**config.mk**
```make
export PLATFORM = sky130hd
export DESIGN_NAME = fir_serial_sym
export DESIGN_NICKNAME = d
export VERILOG_FILES = /design/src/rtl/fir_pkg.sv /design/src/rtl/fir_mac_unit.sv /design/src/rtl/fir_serial_sym.sv
export SDC_FILE = /design/constraint.sdc
export NUM_CORES = 1
export LEC_CHECK = 0
export ABC_CLOCK_PERIOD_IN_PS = 10900
export BUFFER_PORTS_ARGS = -buffer_cell sky130_fd_sc_hd__buf_2
export CORE_AREA = 10 10 204 148
export DETAILED_ROUTE_END_ITERATION = 8
export DIE_AREA = 0 0 214 158
export HOLD_SLACK_MARGIN = 0.03
export PLACE_DENSITY = 0.7
export SLEW_MARGIN = 0
export SYNTH_ARGS = -nofsm -noshare
export SYNTH_HDL_FRONTEND = slang
export SYNTH_HIERARCHICAL = 1
export SYNTH_SLANG_ARGS = --single-unit
```
**constraint.sdc**
```tcl
create_clock -name clk -period 10.9 [get_ports clk]
set_input_delay 0.545 -clock clk [delete_from_list [all_inputs] [get_ports clk]]
set_output_delay 0.545 -clock clk [all_outputs]
set_load 0.01 [all_outputs]
```
**src/rtl/fir_pkg.sv**
```systemverilog
// fir_pkg
//   Shared definitions for the serial-MAC FIR filter (fir_serial_sym and
//   fir_mac_unit): FSM state encoding and the sizing helpers used to derive
//   the accumulator width and the number of stored coefficients.
package fir_pkg;

  // FSM state encoding
  typedef logic [1:0] fir_state_t;
  localparam fir_state_t ST_IDLE = 2'd0;
  localparam fir_state_t ST_MAC  = 2'd1;
  localparam fir_state_t ST_OUT  = 2'd2;

  // Ceiling log2 (returns 0 for values <= 1)
  function automatic int fir_clog2(input int value);
    int r;
    r = 0;
    while ((1 << r) < value) r++;
    return r;
  endfunction

  // Full-precision accumulator width: product (with pre-add bit) plus
  // growth for summing up to N_TAPS terms.
  function automatic int fir_acc_w(input int x_w, input int c_w, input int n_taps);
    return x_w + c_w + 1 + fir_clog2(n_taps);
  endfunction

  // Number of stored coefficients (folded mode keeps only half the taps)
  function automatic int fir_nc(input int n_taps, input int sym);
    return (sym != 0) ? (n_taps + 1) / 2 : n_taps;
  endfunction

endpackage

```
**src/rtl/fir_mac_unit.sv**
```systemverilog
// fir_mac_unit
//   One multiply-accumulate term per enabled cycle:
//     sum = acc + coef * (bypass ? da : da + db)
//   The pre-add is X_W+1 bits wide so the symmetric pair sum never overflows.
//   The accumulator is cleared by i_clr and loaded with the running sum on
//   i_en. o_sum is the combinational sum including the current term, so the
//   caller can capture the final result on the same edge as the last term.
//
// Ports:
//   clk       in   clock, rising edge
//   reset     in   asynchronous active-low reset
//   i_clr     in   clear accumulator (priority over i_en)
//   i_en      in   add the current term into the accumulator
//   i_bypass  in   1 = use i_da alone, 0 = use i_da + i_db
//   i_coef    in   C_W signed coefficient
//   i_da      in   X_W signed sample (primary)
//   i_db      in   X_W signed sample (mirrored partner)
//   o_sum     out  ACC_W signed accumulator + current term
module fir_mac_unit
  import fir_pkg::*;
#(
  parameter int X_W   = 8,
  parameter int C_W   = 8,
  parameter int ACC_W = 20
) (
  input  logic             clk,
  input  logic             reset,
  input  logic             i_clr,
  input  logic             i_en,
  input  logic             i_bypass,
  input  logic [C_W-1:0]   i_coef,
  input  logic [X_W-1:0]   i_da,
  input  logic [X_W-1:0]   i_db,
  output logic [ACC_W-1:0] o_sum
);

  localparam int PROD_W = X_W + 1 + C_W;

  logic signed [X_W:0]       w_pre;
  logic signed [PROD_W-1:0]  w_pre_x;
  logic signed [PROD_W-1:0]  w_coef_x;
  logic signed [PROD_W-1:0]  w_prod;
  logic signed [ACC_W-1:0]   w_sum;
  logic signed [ACC_W-1:0]   r_acc;

  always_comb begin
    if (i_bypass) w_pre = (X_W+1)'($signed(i_da));
    else          w_pre = (X_W+1)'($signed(i_da)) + (X_W+1)'($signed(i_db));
  end

  // Both operands widened to the full product width so the multiply is
  // exact in the assignment width.
  assign w_pre_x  = PROD_W'(w_pre);
  assign w_coef_x = PROD_W'($signed(i_coef));
  assign w_prod   = w_pre_x * w_coef_x;
  assign w_sum    = r_acc + ACC_W'(w_prod);
  assign o_sum    = w_sum;

  always_ff @(posedge clk or negedge reset) begin
    if (!reset) begin
      r_acc <= '0;
    end else if (i_clr) begin
      r_acc <= '0;
    end else if (i_en) begin
      r_acc <= w_sum;
    end
  end

endmodule

```
**src/rtl/fir_serial_sym.sv**
```systemverilog
// fir_serial_sym
//   Parametrised serial-MAC FIR filter with optional symmetric folding.
//   One output per accepted input; each output takes M = NC MAC cycles
//   (NC = ceil(N_TAPS/2) when SYM=1, else N_TAPS). Coefficients are loaded
//   through a shift register (the last value loaded becomes h[0]); reset
//   leaves an identity filter (h[0]=1).
//
//   Build option: define FIR_SAT_EN to saturate the shifted accumulator to
//   the signed Y_W range and expose sat_flag; otherwise the output wraps
//   (LSBs kept) and there is no sat_flag port.
//
// Ports:
//   clk         in   clock, rising edge
//   reset       in   asynchronous active-low reset
//   s_tdata     in   X_W signed input sample
//   s_tvalid    in   input sample valid
//   s_tready    out  sample accepted (IDLE and no coefficient pending)
//   coef_data   in   C_W signed coefficient
//   coef_valid  in   coefficient valid
//   coef_ready  out  coefficient accepted (IDLE)
//   m_tdata     out  Y_W signed filtered output
//   m_tvalid    out  output valid
//   m_tready    in   downstream accepts output
//   sat_flag    out  (FIR_SAT_EN only) output was clipped
module fir_serial_sym
  import fir_pkg::*;
#(
  parameter int X_W       = 8,
  parameter int C_W       = 8,
  parameter int N_TAPS    = 8,
  parameter int SYM       = 1,
  parameter int OUT_SHIFT = 0,
  parameter int Y_W       = 16
) (
  input  logic           clk,
  input  logic           reset,
  input  logic [X_W-1:0] s_tdata,
  input  logic           s_tvalid,
  output logic           s_tready,
  input  logic [C_W-1:0] coef_data,
  input  logic           coef_valid,
  output logic           coef_ready,
  output logic [Y_W-1:0] m_tdata,
  output logic           m_tvalid,
  input  logic           m_tready
`ifdef FIR_SAT_EN
  ,
  output logic           sat_flag
`endif
);

  localparam int ACC_W   = fir_acc_w(X_W, C_W, N_TAPS);
  localparam int NC      = fir_nc(N_TAPS, SYM);
  localparam int M       = NC;
  localparam int IDX_W   = fir_clog2(N_TAPS);
  localparam bit ODD_MID = (SYM != 0) && ((N_TAPS % 2) == 1);

  fir_state_t              r_state;
  logic [IDX_W-1:0]        r_idx;
  logic [X_W-1:0]          r_dly [N_TAPS];
  logic [C_W-1:0]          r_coef [NC];
  logic [Y_W-1:0]          r_m_tdata;
  logic                    r_m_tvalid;

  logic                    w_idle;
  logic                    w_coef_hs;
  logic                    w_samp_hs;
  logic                    w_last;
  logic                    w_bypass;
  logic [C_W-1:0]          w_coef;
  logic [X_W-1:0]          w_da;
  logic [X_W-1:0]          w_db;
  logic signed [ACC_W-1:0] w_sum;
  logic signed [ACC_W-1:0] w_shift;
  logic [Y_W-1:0]          w_y;

  // Handshakes: a pending coefficient blocks the sample in the same cycle
  assign w_idle     = (r_state == ST_IDLE);
  assign coef_ready = w_idle;
  assign s_tready   = w_idle && !coef_valid;
  assign w_coef_hs  = w_idle && coef_valid;
  assign w_samp_hs  = s_tvalid && s_tready;
  assign w_last     = (r_idx == IDX_W'(M - 1));

  // Generic mode never pre-adds; folded odd-length uses the centre tap once
  assign w_bypass   = (SYM == 0) || (ODD_MID && w_last);

  // Operand selection: h[idx], d[idx] and its mirror d[N_TAPS-1-idx]
  always_comb begin
    w_coef = '0;
    w_da   = '0;
    w_db   = '0;
    for (int k = 0; k < NC; k++) begin
      if (r_idx == IDX_W'(k)) w_coef = r_coef[k];
    end
    for (int k = 0; k < N_TAPS; k++) begin
      if (r_idx == IDX_W'(k))              w_da = r_dly[k];
      if (r_idx == IDX_W'(N_TAPS - 1 - k)) w_db = r_dly[k];
    end
  end

  fir_mac_unit #(
    .X_W   (X_W),
    .C_W   (C_W),
    .ACC_W (ACC_W)
  ) u_mac (
    .clk      (clk),
    .reset    (reset),
    .i_clr    (w_samp_hs),
    .i_en     (r_state == ST_MAC),
    .i_bypass (w_bypass),
    .i_coef   (w_coef),
    .i_da     (w_da),
    .i_db     (w_db),
    .o_sum    (w_sum)
  );

  // Output scaling and width reduction
  assign w_shift = w_sum >>> OUT_SHIFT;

`ifdef FIR_SAT_EN
  logic w_ovf;
  logic r_sat;

  generate
    if (Y_W < ACC_W) begin : g_sat_chk
      // In range only when all bits from the Y_W sign position upward agree
      assign w_ovf = !((&w_shift[ACC_W-1:Y_W-1]) || !(|w_shift[ACC_W-1:Y_W-1]));
    end else begin : g_sat_none
      assign w_ovf = 1'b0;
    end
  endgenerate

  assign w_y = w_ovf ? {w_shift[ACC_W-1], {(Y_W-1){~w_shift[ACC_W-1]}}}
                     : Y_W'(w_shift);
  assign sat_flag = r_sat;
`else
  assign w_y = Y_W'(w_shift);
`endif

  // Coefficient shift register: newest value lands in h[0]
  always_ff @(posedge clk or negedge reset) begin
    if (!reset) begin
      for (int k = 0; k < NC; k++) r_coef[k] <= '0;
      r_coef[0] <= C_W'(1);
    end else if (w_coef_hs) begin
      r_coef[0] <= coef_data;
      for (int k = 1; k < NC; k++) r_coef[k] <= r_coef[k-1];
    end
  end

  // Sample delay line: d[0] newest
  always_ff @(posedge clk or negedge reset) begin
    if (!reset) begin
      for (int k = 0; k < N_TAPS; k++) r_dly[k] <= '0;
    end else if (w_samp_hs) begin
      r_dly[0] <= s_tdata;
      for (int k = 1; k < N_TAPS; k++) r_dly[k] <= r_dly[k-1];
    end
  end

  // Control FSM and output register
  always_ff @(posedge clk or negedge reset) begin
    if (!reset) begin
      r_state    <= ST_IDLE;
      r_idx      <= '0;
      r_m_tdata  <= '0;
      r_m_tvalid <= 1'b0;
`ifdef FIR_SAT_EN
      r_sat      <= 1'b0;
`endif
    end else begin
      case (r_state)
        ST_IDLE: begin
          if (w_samp_hs) begin
            r_idx   <= '0;
            r_state <= ST_MAC;
          end
        end
        ST_MAC: begin
          if (w_last) begin
            // Capture the sum that includes the final term
            r_m_tdata  <= w_y;
            r_m_tvalid <= 1'b1;
`ifdef FIR_SAT_EN
            r_sat      <= w_ovf;
`endif
            r_state    <= ST_OUT;
          end else begin
            r_idx <= r_idx + 1'b1;
          end
        end
        ST_OUT: begin
          if (m_tready) begin
            r_m_tvalid <= 1'b0;
            r_state    <= ST_IDLE;
          end
        end
        default: r_state <= ST_IDLE;
      endcase
    end
  end

  assign m_tdata  = r_m_tdata;
  assign m_tvalid = r_m_tvalid;

endmodule

```
==> metrics.md <==
| Metric | Value |
|---|---|
| CTS resizes | `0` |
| RSZ-0062 raised after global routing | `false` |
| Setup Viol. Count Final | `0` |
| Critical Path End Type | `flop` |
| Crit path arrival time | `8.59 ns` |
| Setup TNS | `0 ns` |
| Width of the die | `214 µm` |
| Routed len/inst | `16.4 µm` |
| DRC | `0` |
| Fin crit share | `76.0%` |
| Final worst path period need | `8.28 ns` |
| Syn avg cell area | `9.46 µm²` |
| Worst hold margin | `0.139 ns` |
| Total number of vias | `7,924` |
| Layout Cells excl Fill | `1,499` |
| CP Data Required Time | `11.21 ns` |
| Number of max-cap violations | `0` |
| Post-Syn Instances | `1,114` |
| Slew Viols, Final | `0` |
| Diodes inserted | `0` |
| Hold WC Path Type | `input port to asynchronous set/reset pin` |
| CP Class | `flop to flop` |
| Antenna Nets Post-Route | `0` |
| Syn_nets | `1,267` |
| Nets | `1,275` |
| Layout Skew | `0.0120 ns` |
| Max FO, Critical Path | `40` |
| Vias in the first global route | `7,982` |
| First-pass GRT wire length | `41,900 µm` |
| Placed cell count | `1,467` |
| Die outline area | `33,800 µm²` |
| Synth Cell Area | `10,500 µm²` |
| Clock Sinks | `134` |
| Grt ovf | `0` |
| Vias per inst | `5.29` |
| Warnings, synthesis | `6` |
| Outcome | `finished clean` |
| Initial DRC count | `750` |
| Slew @ Worst Pin | `1.18 ns` |
| Slew HR | `21.4%` |
| Share of layout cells above drive strength 1 | `12.2%` |
| Largest net degree at the start of global routing | `81` |
| Root Buffer | `clkbuf_16` |
| DRT Wirelength | `24,600 µm` |
| HPWL after DPL | `17,200 µm` |
| Worst Slack Setup Final | `2.62 ns` |
| Top-Level Pins | `40` |
| CP Launch Type | `flop` |
| CTS tree | `built` |
| Initial DRT Pass Iterations | `5` |
| Postcts setup bufs | `0` |
| Starting Density | `40.0%` |
| GRT Util Overall | `14.9%` |
| TritonCTS buffer count | `17` |
| # H-tree levels | `4` |
| PortBufs | `39` |
| Hold Violations, Final | `0` |
| GP Congestion | `0.870` |
| Antenna violations before repair | `0` |
| Post-CTS Hold Fix Bufs | `0` |
| Clk buf depth | `2` |
| # rows | `50` |
| Max Freq | `121 MHz` |
| Area of the core | `26,300 µm²` |
| Clock transition at path regs | `0.07 ns` |
| Area grow syn2layout | `9.24%` |
| Die Y | `158 µm` |
| DP Worst Slack | `2.63 ns` |
| Clk_lat worst skew | `0.43 ns` |
[worst max-delay path, stage by stage, from the launching register on]
cell       delay, ns
dfrtp_1         0.41
ha_1            0.20
ha_1            0.15
buf_4           0.40
inv_2           0.22
and3_1          0.29
a221oi_1        0.27
a31oi_1         0.13
ha_1            0.25
fa_1            0.43
a211o_1         0.33
a211oi_1        0.22
o21ai_1         0.10
a21oi_2         0.32
and2_1          0.53
fa_1            0.53
fa_1            0.54
fa_1            0.44
fa_1            0.50
ha_1            0.30
ha_1            0.39
a2111oi_2       0.37
o21ai_1         0.16
nand2_1         0.13
o21ai_1         0.09
xor2_1          0.16
mux2_1          0.29
[area by class of cell]
type | count | area [µm²]
multi-input combinational | 831 | 6530
fill | 2543 | 14800
tap | 364 | 455
timing repair buffer | 48 | 269
inverter | 90 | 338
sequential | 134 | 3350
clock buffer | 17 | 425
clock inverter | 15 | 139
[routing by layer]
layer | vias to the layer above | GRT usage [%] | wire length (µm)
met2 | 230 | 22.7 | 10700
met5 | - | 0 | 0
li1 | 3726 | - | -
met1 | 3940 | 21.4 | 12200
met4 | 0 | 2.98 | 237
met3 | 28 | 3.22 | 1380
[worst paths after layout]
| check | from | to | slack, ns | cells past startpoint |
|---|---|---|---|---|
| worst max-delay path | r_idx[0]$_DFFE_PN0P_ | m_tdata[13]$_DFFE_PN0P_ | 2.62 | 26 |
| worst min-delay path | reset | m_tdata[2]$_DFFE_PN0P_ | 0.14 | 1 |
| worst max register to register | r_idx[0]$_DFFE_PN0P_ | m_tdata[13]$_DFFE_PN0P_ | 2.62 | 26 |
| worst min register to register | m_tdata[9]$_DFFE_PN0P_ | m_tdata[9]$_DFFE_PN0P_ | 0.49 | 1 |
| max in group asynchronous | reset | r_dly[1]$_DFFE_PN0P_ | 9.48 | 2 |
| min in group clk | m_tready | r_state[1]$_DFFE_PN0P_ | 0.31 | 2 |
[state kept, by name, summed over array words and instances, names as in the netlist]
signal,flops
r_state,2
r_idx,3
u_mac/r_acc,16
m_tvalid,1
m_tdata,16
r_coef,32
r_dly,64
[cells in the final DEF (no fill, tap or decap), drive strengths merged, types with 12 or more instances in the layout]
cell and count:
nand2 235, dfrtp 133, mux2 58, nor2b 39
o21ai 53, a31oi 13, nand2b 15, mux2i 12
a21oi 49, buf 48, nor2 52, inv 97
ha 55, clkbuf 17, fa 77, and2 29
[per-stage QoR]
step,utilization [%],instance area [µm²]
CTS,43.7,11500
detailed placement,41.6,10900
finish,43.7,11500
global route,43.7,11500
floorplan,-,10500
global placement,41.6,10900
Power is not shown: default switching activity piles up to over one toggle a cycle in this logic, so the estimate is an artifact.
